==> config.mk <==
export PLATFORM = sky130hd
export DESIGN_NAME = pll_reset_sequencer
export DESIGN_NICKNAME = d
export VERILOG_FILES = /design/src/rtl/pll_reset_sequencer.sv
export SDC_FILE = /design/constraint.sdc
export NUM_CORES = 1
export LEC_CHECK = 0
export CORE_ASPECT_RATIO = 0.7
export CORE_MARGIN = 8
export CORE_UTILIZATION = 50
export DETAILED_ROUTE_END_ITERATION = 8
export PLACE_DENSITY = 0.78
export REMOVE_ABC_BUFFERS = 1
export SYNTH_ARGS = -nofsm -noshare
export SYNTH_HDL_FRONTEND = slang
export SYNTH_SLANG_ARGS = --single-unit
==> constraint.sdc <==
create_clock -name clk -period 3.2 [get_ports clk]
set_input_delay 0.48 -clock clk [delete_from_list [all_inputs] [get_ports clk]]
set_output_delay 0.48 -clock clk [all_outputs]
set_load 0.05 [all_outputs]
==> src/rtl/pll_reset_sequencer.sv <==
// PLL reset sequencer: pulses the rPLL reset, qualifies lock on the free-running
// crystal clock, then releases the PLL-domain system reset and watches for lock loss.
module pll_reset_sequencer #(
   parameter int RST_CYCLES    = 16,
   parameter int LOCK_STABLE   = 1024,
   parameter int LOCK_TIMEOUT  = 270000,
   parameter int RELEASE_DELAY = 256,
   parameter int LOSS_FILTER   = 4,
   parameter int MAX_RETRY     = 3
) (
   input  logic       clk,
   input  logic       rst_n,
   input  logic       pll_lock,
   input  logic       restart,
   output logic       pll_reset,
   output logic       sys_rst_n,
   output logic       pll_ok,
   output logic       fault,
   output logic [7:0] loss_count,
   output logic [2:0] dbg_state
);

   typedef enum logic [2:0] {
      S_PLL_RST   = 3'd0,
      S_WAIT_LOCK = 3'd1,
      S_RELEASE   = 3'd2,
      S_RUN       = 3'd3,
      S_FAULT     = 3'd4
   } state_t;

   localparam logic [19:0] C_RST_LAST     = 20'(RST_CYCLES - 1);
   localparam logic [19:0] C_STABLE_LAST  = 20'(LOCK_STABLE - 1);
   localparam logic [19:0] C_TIMEOUT_LAST = 20'(LOCK_TIMEOUT - 1);
   localparam logic [19:0] C_RELEASE      = 20'(RELEASE_DELAY);
   localparam logic [7:0]  C_LOSS_LAST    = 8'(LOSS_FILTER - 1);
   localparam logic [3:0]  C_MAX_RETRY    = 4'(MAX_RETRY);

   state_t      r_state;
   logic [19:0] r_cnt;
   logic [19:0] r_stable;
   logic [7:0]  r_low;
   logic [3:0]  r_retry;
   logic [7:0]  r_loss_count;
   logic        r_sync1;
   logic        r_lock_s;
   logic        r_pll_reset;
   logic        r_sys_rst_n;
   logic        r_pll_ok;
   logic        r_fault;
   logic [3:0]  w_retry_inc;
   logic [7:0]  w_loss_inc;

   function automatic logic [19:0] sat_inc20(input logic [19:0] v);
      return (v == 20'hF_FFFF) ? v : v + 20'd1;
   endfunction

   assign w_retry_inc = (r_retry == 4'hF) ? r_retry : r_retry + 4'd1;
   assign w_loss_inc  = (r_loss_count == 8'hFF) ? r_loss_count : r_loss_count + 8'd1;

   // pll_lock comes from the PLL domain; only r_lock_s may be used for decisions.
   always_ff @(posedge clk or negedge rst_n) begin
      if (!rst_n) begin
         r_sync1  <= 1'b0;
         r_lock_s <= 1'b0;
      end else begin
         r_sync1  <= pll_lock;
         r_lock_s <= r_sync1;
      end
   end

   // Outputs are loaded on the same edge as the state they belong to, so each
   // output is a registered decode of the state being entered.
   always_ff @(posedge clk or negedge rst_n) begin
      if (!rst_n) begin
         r_state      <= S_PLL_RST;
         r_cnt        <= 20'd0;
         r_stable     <= 20'd0;
         r_low        <= 8'd0;
         r_retry      <= 4'd0;
         r_loss_count <= 8'd0;
         r_pll_reset  <= 1'b1;
         r_sys_rst_n  <= 1'b0;
         r_pll_ok     <= 1'b0;
         r_fault      <= 1'b0;
      end else if (restart) begin
         r_state     <= S_PLL_RST;
         r_cnt       <= 20'd0;
         r_stable    <= 20'd0;
         r_low       <= 8'd0;
         r_retry     <= 4'd0;
         r_pll_reset <= 1'b1;
         r_sys_rst_n <= 1'b0;
         r_pll_ok    <= 1'b0;
         r_fault     <= 1'b0;
      end else begin
         case (r_state)
            S_PLL_RST: begin
               if (r_cnt >= C_RST_LAST) begin
                  r_state     <= S_WAIT_LOCK;
                  r_cnt       <= 20'd0;
                  r_stable    <= 20'd0;
                  r_pll_reset <= 1'b0;
               end else begin
                  r_cnt <= sat_inc20(r_cnt);
               end
            end

            S_WAIT_LOCK: begin
               r_cnt    <= sat_inc20(r_cnt);
               r_stable <= r_lock_s ? sat_inc20(r_stable) : 20'd0;
               // Lock acceptance wins over a timeout landing on the same cycle.
               if (r_lock_s && (r_stable >= C_STABLE_LAST)) begin
                  r_state <= S_RELEASE;
                  r_cnt   <= 20'd0;
                  r_retry <= 4'd0;
               end else if (r_cnt >= C_TIMEOUT_LAST) begin
                  r_cnt       <= 20'd0;
                  r_retry     <= w_retry_inc;
                  r_pll_reset <= 1'b1;
                  if (w_retry_inc >= C_MAX_RETRY) begin
                     r_state <= S_FAULT;
                     r_fault <= 1'b1;
                  end else begin
                     r_state <= S_PLL_RST;
                  end
               end
            end

            S_RELEASE: begin
               if (!r_lock_s) begin
                  r_state     <= S_PLL_RST;
                  r_cnt       <= 20'd0;
                  r_pll_reset <= 1'b1;
               end else if (r_cnt >= C_RELEASE) begin
                  r_state     <= S_RUN;
                  r_cnt       <= 20'd0;
                  r_low       <= 8'd0;
                  r_sys_rst_n <= 1'b1;
                  r_pll_ok    <= 1'b1;
               end else begin
                  r_cnt <= sat_inc20(r_cnt);
               end
            end

            S_RUN: begin
               if (!r_lock_s) begin
                  if (r_low >= C_LOSS_LAST) begin
                     r_state      <= S_PLL_RST;
                     r_cnt        <= 20'd0;
                     r_low        <= 8'd0;
                     r_retry      <= 4'd0;
                     r_loss_count <= w_loss_inc;
                     r_pll_reset  <= 1'b1;
                     r_sys_rst_n  <= 1'b0;
                     r_pll_ok     <= 1'b0;
                  end else begin
                     r_low <= r_low + 8'd1;
                  end
               end else begin
                  r_low <= 8'd0;
               end
            end

            S_FAULT: begin
               r_state <= S_FAULT;
            end

            default: begin
               r_state     <= S_PLL_RST;
               r_cnt       <= 20'd0;
               r_pll_reset <= 1'b1;
               r_sys_rst_n <= 1'b0;
               r_pll_ok    <= 1'b0;
               r_fault     <= 1'b0;
            end
         endcase
      end
   end

   assign pll_reset  = r_pll_reset;
   assign sys_rst_n  = r_sys_rst_n;
   assign pll_ok     = r_pll_ok;
   assign fault      = r_fault;
   assign loss_count = r_loss_count;
   assign dbg_state  = r_state;

endmodule

# Word level (Yosys, flattened, before mapping)
# Index checks and enable logic that the tools add are counted.
# Widths: inputs -> output; s select.
# word_totals
in_bits	4
output_inout_bits	15
register_bits	68
word_cells	121
# classes
bitwise	3
n_eq_ne	23
n_lt_le_gt_ge	6
n_mux	57
addsub	5
n_reduce_logical	16
# op_table
operator	count
$mux 20	13
$pmux 20 s5	1
$add 20x1->20 const B	2
$eq 20x20->1 const B	2
$mux 8	5
$pmux 20 s2	1
$mux 3	9
$ne 3x3->1 const B	9
$mux 4	6
$ge 20x10->1 const B	1
$ge 20x19->1 const B	1
$ge 20x4->1 const B	1
$ge 20x9->1 const B	1
$add 8x1->8 const B	2
$mux 1	16
$pmux 8 s2	1
$pmux 3 s5	1
$reduce_and 5->1	3
$ne 4x4->1 const B	3
$reduce_and 3->1	3
$reduce_bool 3->1	3
$eq 8x8->1 const B	1
$ge 8x2->1 const B	1
$pmux 4 s2	1
other kinds (18)	23

# Logic depth before layout (Yosys ltp)
# Gate-level depths: netlist of run 1.
# depth
word_depth	8
depth_mapped	8
mapped_depth_nobuf	7

# Least setup slack after synthesis of run 1
# OpenSTA, ideal clock, no wires.
# synth_path
kind	register -> register
from	register r_state[1], in the netlist dbg_state[1]
to	register r_cnt[7]
t_required_ns	3.096
arrival_time_ns	2.277
path_stages_with_launch	8
path_slack_ns	0.819
setup_time_ns	0.104
synth_period_minus_slack_ns	2.381
path_buffers	1
cell_sequence	dfrtp_1 -> buf_2 -> or4_1 -> or3_4 -> a21oi_4 -> a21o_4 -> nand2_4 -> o311ai_1
# synth_via
elab_chain_cells	3
word_cells_on_any_way	11
classes_between	eq/ne: 7; mux: 2; reduce/logical: 2
# synth_rtl
item	line_no	source
start: declaration	38	state_t r_state;
start signal: assignment	75	r_state <= S_PLL_RST;
start signal: assignment	86	r_state <= S_PLL_RST;
start signal: assignment	99	r_state <= S_WAIT_LOCK;
$eq 3x3->1 (tied with other cells)	96	case (r_state)
$pmux 20 s5 (tied with other cells)	96	
$mux 20 or $reduce_and 3->1 (tied branches)	n/a	
end signal: assignment	104	r_cnt <= sat_inc20(r_cnt);
end signal: assignment	109	r_cnt <= sat_inc20(r_cnt);
end signal: assignment	141	r_cnt <= sat_inc20(r_cnt);
end: declaration	39	logic [19:0] r_cnt;
# Parallel ways exist; a longest one is shown, timed or not.
# A chain may end at the register's enable or synchronous reset.

# Worst setup path in the final report of run 1
# layout_path
from	register r_cnt[0]
to	register r_cnt[7]
# layout_via
elab_chain_cells	6
word_cells_on_any_way	13
classes_between	add/sub: 1; order compare: 3; eq/ne: 1; mux: 8
# layout_rtl
item	line_no	source
$add 20x1->20 or $eq 20x20->1 (tied branches)	54	return (v == 20'hF_FFFF) ? v : v + 20'd1;
$mux 20	54	
$mux 20, on equally long branches	134, 116	
$mux 20, on equally long branches	130, 112	
$pmux 20 s5 (*)	96	
$mux 20 (*)	85	end else if (restart) begin
# Mark *: on every way between the ends. The rest lies on a longest branch, timed or not.

==> flow_summary_export.csv, run 1 <==
group,metric,value,unit
route,routed_wirelength,9610,um
global_route,grt_usage,18.16,%
synth,yosysSeqAreaShare,43.87,%
route,drtIter0Drc,406,
clocking,cts_tree,"yes",
global_route,grt_max_degree,28,
layout,synthToLayoutAreaGrowth,13.38,%
status,outcome,"completed",
worst_setup_path,crit_fanout,15,
layout,fillCellCount,685,
clocking,cts.clk_slew.worst_paths,0.08,ns
synth,syn_inst,430,
global_route,grt_overflow_total,0,
global_route,antenna_found_initial,0,
floorplan,die_area,0.01088,mm2
clocking,numCtsBuffers,9,
synth,synth_edf_count,0,
synth,postSynthAreaPerCell,9.026,um2
power,finalPower,2.059,mW
placed_design,place.gp.congestion,0.9039,
timing,max_freq,376.8,MHz
timing,fin_skew,0.009438,ns
synth,yosysTopAreaCell,"dfrtp_1",
placed_design,place.detailed.hpwl,6746,um
clocking,clockBufferDepth,2,
min_path,hp-class,"in2async",
synth,synth_ff_type,"dfrtp_1",
clocking,post_cts_buffers,0,
floorplan,coreArea,0.007702,mm2
synth,synthTopCellsByArea,"dfrtp_1, o21ai_0, nand2_1",
worst_setup_path,crit_type,"reg2reg",
route,final_antenna_net_count,0,
layout,antennaDiodeCount,0,
timing,relSlewSlack,36.39,%
synth,synth_cell_types,63,
route,vias_per_cell,6.421,
route,dr.pass1.iters,5,
synth,synth.most_common_cell,"dfrtp_1",
power,p_leak,1.840,nW
route,drc_errors,0,
synth,netlist.area_leader.share,43.20,%
power,power_density,468.0,mW/mm2
run,drv_cap,0,
placed_design,dpl.cell_count,545,
worst_setup_path,required,3.43,ns
synth,synth_common_cells,"dfrtp_1, nand2_1, o21ai_0, nor2_1, nand3_1",
floorplan,die_height,89.72,um
worst_setup_path,worstSetupStartpointType,"register",
clocking,clk_latency,0.34,ns
clocking,cts_hold_buf,0,
layout,fin_cells,561,
floorplan,fp-row-count,27,
synth,synth_seq_cells,68,
synth,async_flop_share,100.0,%
timing,hold_viol_final,0,
clocking,cts-root-buf,"clkbuf_8",
floorplan,chipWidth,121.3,um
synth,netlist_area,0.003881,mm2
placed_design,io_buffer_count,18,
timing,timing.final.setup_violations,0,
floorplan,initial_core_util,50.39,%
worst_setup_path,worstSetupEndpointType,"register",
timing,whs,0.08301,ns
global_route,grt_pass1_vias,3312,
route,wl_per_cell,17.13,um
layout,fin_util,57.13,%
synth,yosysWarnings,0,
global_route,grt_pass1_wl,16480,um
worst_setup_path,cp.arrival,2.89,ns
power,ir_drop,0.0002361,V
timing,rsz0062_at_grt,"false",
floorplan,io_pins,19,
timing,fin_crit,2.654,ns
clocking,clkSinkCount,68,
clocking,cts-resized-gates,0,
timing,maxSlewViolCount,0,
timing,tightestPinTransition,0.9454,ns
route,vias,3602,
layout,layout.nets,465,
layout,drive_gt1_share,10.22,%
timing,period_share,82.94,%
timing,fin_setup_tns,0,ns
clocking,htree_levels,3,
[flip-flops by register name, summed over array words and instances (netlist names)]
signal and flops:
dbg_state 3, fault 1, loss_count 8, pll_ok 1, pll_reset 1, r_cnt 20, r_lock_s 1, r_low 8
r_retry 4, r_stable 20, r_sync1 1
[power by group]
group / leakage [nW] / internal (mW) / total, mW / switching (mW)
Clock: 0.113 / 0.460 / 0.795 / 0.335
Combinational: 0.787 / 0.116 / 0.330 / 0.214
Sequential: 0.939 / 0.890 / 0.935 / 0.0450
Total: 1.84 / 1.47 / 2.06 / 0.594
[cell families (layout without fill, tap and decap cells)]
family	Yosys count	in the layout	share of synthesized area, %
AOI/OAI and AO/OA	127	127	22.44
xor gates and xnor gates	9	9	2.031
adders and majority gates	6	6	1.934
buffers and inverters	31	61	3.836
DFF	68	68	43.88
muxes	5	5	1.354
and+or+nand+nor	184	184	24.53
[layer usage]
layer,up-vias,wire (um),GRT usage [%]
met5,-,0,0
met4,0,154,5.425
met3,20,755,4.185
met2,185,4148,25.47
met1,1724,4552,26.80
li1,1673,-,-
[final timing paths]
path	from	slack [ns]	to	cells past startpoint
min reg2reg	r_sync1	0.36	r_lock_s	0
max in group asynchronous	rst_n	2.35	pll_reset	2
min in group clk	r_sync1	0.36	r_lock_s	0
min	rst_n	0.08	r_stable[6]	1
max	r_cnt[0]	0.55	r_cnt[7]	7
max reg2reg	r_cnt[0]	0.55	r_cnt[7]	7
[area by class of cell]
cell class	instances	area, um2	share of cell area, %
multi-input cells	331	2029	46.12
flip-flops and latches	68	1703	38.70
repair buffers	29	257.7	5.857
clock buffers	10	137.6	3.128
well taps	101	126.4	2.872
clock inverters	6	86.33	1.962
inverters	16	60.06	1.365
[worst max-delay path, stage by stage, from the launching register on]
cell and delay [ns]:
dfrtp_1 0.45, ha_1 0.30, a311o_1 0.42, o22a_1 0.20, a211oi_2 0.39, a21o_4 0.31
nand2_4 0.14, o311ai_1 0.32
[placed cells by master (no fill, tap or decap), types with 3 or more instances in the layout]
| master | instances |
|---|---|
| o2111ai_1 | 3 |
| a31oi_1 | 15 |
| a21oi_1 | 19 |
| o21ai_1 | 4 |
| nand4_1 | 15 |
| or2_2 | 3 |
| clkbuf_8 | 10 |
| and3_1 | 16 |
| and2_1 | 10 |
| o22ai_1 | 4 |
| clkdlybuf4s50_1 | 17 |
| nand2b_1 | 6 |
| or3_1 | 4 |
| nand2_1 | 43 |
| inv_1 | 16 |
| o31ai_1 | 11 |
| nor2_1 | 35 |
| dfrtp_1 | 67 |
| ha_1 | 6 |
| nor3_1 | 11 |
| mux2i_1 | 3 |
| nor4_1 | 8 |
| nand3_1 | 21 |
| xnor2_1 | 5 |
| xor2_1 | 4 |
| buf_4 | 11 |
| o21ai_0 | 38 |
| a41oi_1 | 4 |
| and4_1 | 3 |
[stage by stage]
stage / setup slack (ns) / cell area [um2]
2_1_floorplan: 0.5363 / 3792
3_3_place_gp: 0.5597 / 4177
3_5_place_dp: 0.5383 / 4177
4_1_cts: 0.6215 / 4400
5_1_grt: 0.4334 / 4400
6_report: 0.5458 / 4400
Power figures use the tool's default switching activity.
==> inputs of run 2 (changes only) <==
--- a/config.mk
+++ b/config.mk
@@ -9,7 +9,7 @@
 export CORE_MARGIN = 8
 export CORE_UTILIZATION = 50
 export DETAILED_ROUTE_END_ITERATION = 8
-export PLACE_DENSITY = 0.78
+export PLACE_DENSITY = 0.81
 export REMOVE_ABC_BUFFERS = 1
 export SYNTH_ARGS = -nofsm -noshare
 export SYNTH_HDL_FRONTEND = slang
==> constraint.sdc (replaced) <==
create_clock -name clk -period 2.25 [get_ports clk]
set_input_delay 0.3375 -clock clk [delete_from_list [all_inputs] [get_ports clk]]
set_output_delay 0.3375 -clock clk [all_outputs]
set_load 0.05 [all_outputs]
==> run 2 against run 1 <==
Effect of this change: critical path depth unchanged; flip-flop and latch count is the same; wire length rose by 6.6%; core utilization grew 4.5 points; via count rose by 1.7%; final cell count is 6.1% higher; global-route usage increased by 0.97 points; critical endpoint is now r_retry[2]; highest routed layer unchanged.
==> flow_summary_export.csv, run 2 (same netlist as run 1, synthesis figures left out) <==
group,metric,value,unit
layout,layout.nets,499,
layout,fillCellCount,640,
placed_design,placed_area,0.004439,mm2
route,dr.pass1.iters,5,
timing,maxSlewViolCount,0,
power,clkPwrFrac,37.3,%
placed_design,io_buffer_count,18,
global_route,antenna_found_initial,0,
placed_design,dp_slack,-0.02040,ns
worst_setup_path,cp.arrival,2.46,ns
worst_setup_path,rr_worst_depth,7,
route,routed_wirelength,10250,um
worst_setup_path,cp_slowest_stage_delay,0.39,ns
worst_setup_path,slowest_stage,"dfrtp_1",
status,outcome,"completed",
route,final_antenna_net_count,0,
route,vias,3665,
layout,final_common_cell,"dfrtp_1",
worst_setup_path,crit_family,"compound AO/OA/AOI/OAI gates",
layout,fin_util,61.61,%
worst_setup_path,r2r_slack,0.06,ns
clocking,clockBufferDepth,2,
route,vias_per_cell,6.160,
worst_setup_path,crit_start,"r_cnt[0]",
floorplan,chipWidth,121.3,um
run,drv_cap,0,
clocking,cts_hold_buf,0,
timing,fin_crit,2.189,ns
route,drtIter0Drc,389,
worst_setup_path,r2r_start,"r_cnt[0]",
worst_setup_path,worstSetupStartpointType,"register",
worst_setup_path,r2r-end,"r_retry[2]",
timing,fin_skew,0.01209,ns
route,wl_per_cell,17.22,um
worst_setup_path,crit_fanout,4,
floorplan,initial_core_util,50.39,%
worst_setup_path,required,2.52,ns
clocking,clk_latency,0.36,ns
worst_setup_path,crit_chain,"ha_2 > a311o_1 > o22a_1 > a211oi_2 > a211o_1 > nand2_2 > a221oi_2",
clocking,cts-root-buf,"clkbuf_8",
timing,hold_viol_final,0,
layout,seqCellArea,0.001703,mm2
power,switchingPower,0.8668,mW
worst_setup_path,crit_buf_inv,0,
power,ir_drop,0.0005505,V
floorplan,die_area,0.01088,mm2
placed_design,place.detailed.hpwl,7322,um
timing,setup_ws,0.06102,ns
layout,multi_input_area,0.002088,mm2
floorplan,die_height,89.72,um
timing,tightestPinTransition,0.6624,ns
global_route,grt_pass1_wl,17210,um
layout,synthToLayoutAreaGrowth,22.28,%
timing,period_share,97.29,%
timing,rsz0062_at_grt,"true",
timing,relSlewSlack,55.84,%
timing,fin_setup_tns,0,ns
clocking,numCtsBuffers,9,
layout,fin_area,0.004746,mm2
global_route,grt_usage,19.13,%
clocking,cts_tree,"yes",
min_path,hp-class,"in2async",
placed_design,place.gp.congestion,0.9147,
floorplan,coreArea,0.007702,mm2
power,pwr-share-seq,43.0,%
layout,top_regs,"r_cnt: 20 flops, r_stable: 20 flops",
layout,drive_gt1_share,18.22,%
route,drc_errors,0,
clocking,cts.clk_slew.worst_paths,0.08,ns
worst_setup_path,worstSetupEndpointType,"register",
global_route,grt_overflow_total,0,
worst_setup_path,crit_type,"reg2reg",
power,power_density,637.3,mW/mm2
floorplan,io_pins,19,
power,p_leak,2.024,nW
power,comb_power_share,19.6,%
power,p_int,2.158,mW
layout,mostFrequentLayoutCells,"dfrtp_1, nand2_1, buf_4",
power,swShare,28.66,%
global_route,grt_max_degree,42,
clocking,htree_levels,3,
timing,max_freq,456.8,MHz
global_route,grt_pass1_vias,3431,
floorplan,fp-row-count,27,
timing,whs,0.008138,ns
timing,timing.final.setup_violations,0,
clocking,clkSinkCount,68,
layout,antennaDiodeCount,0,
## run 2: cell count changes in the layout (fill, tap and decap cells not counted), sizes merged
| cell | before | now |
|---|---|---|
| buf | 12 | 46 |
| clkbuf | 10 | 12 |
| clkinv | 2 | 1 |
| inv | 17 | 16 |
## run 2: repair_timing
action | in CTS | in global routing
setup buffers | 0 | 4
endpoints found under the hold margin | 0 | 0
setup endpoints to repair | 1 | 45
pin swaps | 1 | 6
gates resized for setup | 0 | 12
## run 2: through the flow
step	power [mW]	std cells
6_report	3.024	595
4_1_cts	3.028	591
3_3_place_gp	1.874	575
2_1_floorplan	1.644	415
3_5_place_dp	1.893	575
5_1_grt	3.155	595
## run 2: per-layer routing
| metal | vias up | routed length, um | track usage [%] |
|---|---|---|---|
| met3 | 20 | 805 | 4.997 |
| met4 | 0 | 187 | 6.346 |
| met5 | - | 0 | 0 |
| met2 | 182 | 4693 | 28.57 |
| li1 | 1720 | - | - |
| met1 | 1743 | 4562 | 26.20 |
## run 2: final cells by class
| class | instances | area share (%) |
|---|---|---|
| Clock inverter | 4 | 1.529 |
| Inverter | 16 | 1.265 |
| Timing Repair Buffer | 63 | 11.60 |
| Tap cell | 101 | 2.663 |
| Multi-Input combinational cell | 331 | 44.00 |
| Sequential cell | 68 | 35.88 |
| Clock buffer | 12 | 3.058 |
## run 2: power groups by stage
stage / Clock [mW] / Sequential [mW] / Combinational, mW
after floorplan: 0 / 1.38 / 0.265
after global placement: 0 / 1.32 / 0.553
after detailed placement: 0 / 1.32 / 0.568
after CTS: 1.16 / 1.30 / 0.571
after global routing: 1.21 / 1.31 / 0.642
final: 1.13 / 1.30 / 0.594
## run 2: worst max path at each step
stage,to,slack [ns],cells after the start
3_5_place_dp,r_retry[2],-0.02,7
5_1_grt,r_retry[2],-0.04,7
3_3_place_gp,r_stable[2],0.06,8
6_report,r_retry[2],0.06,7
4_1_cts,r_retry[2],0.03,7
2_1_floorplan,pll_reset,-0.41,6
==> inputs of run 3 (changes only) <==
--- a/config.mk
+++ b/config.mk
@@ -9,6 +9,7 @@
 export CORE_MARGIN = 8
 export CORE_UTILIZATION = 50
 export DETAILED_ROUTE_END_ITERATION = 8
+export GPL_ROUTABILITY_DRIVEN = 0
 export PLACE_DENSITY = 0.81
 export REMOVE_ABC_BUFFERS = 1
 export SYNTH_ARGS = -nofsm -noshare
==> results of run 3 <==
The final DEF is identical to that of run 2; final timing and power are the same.
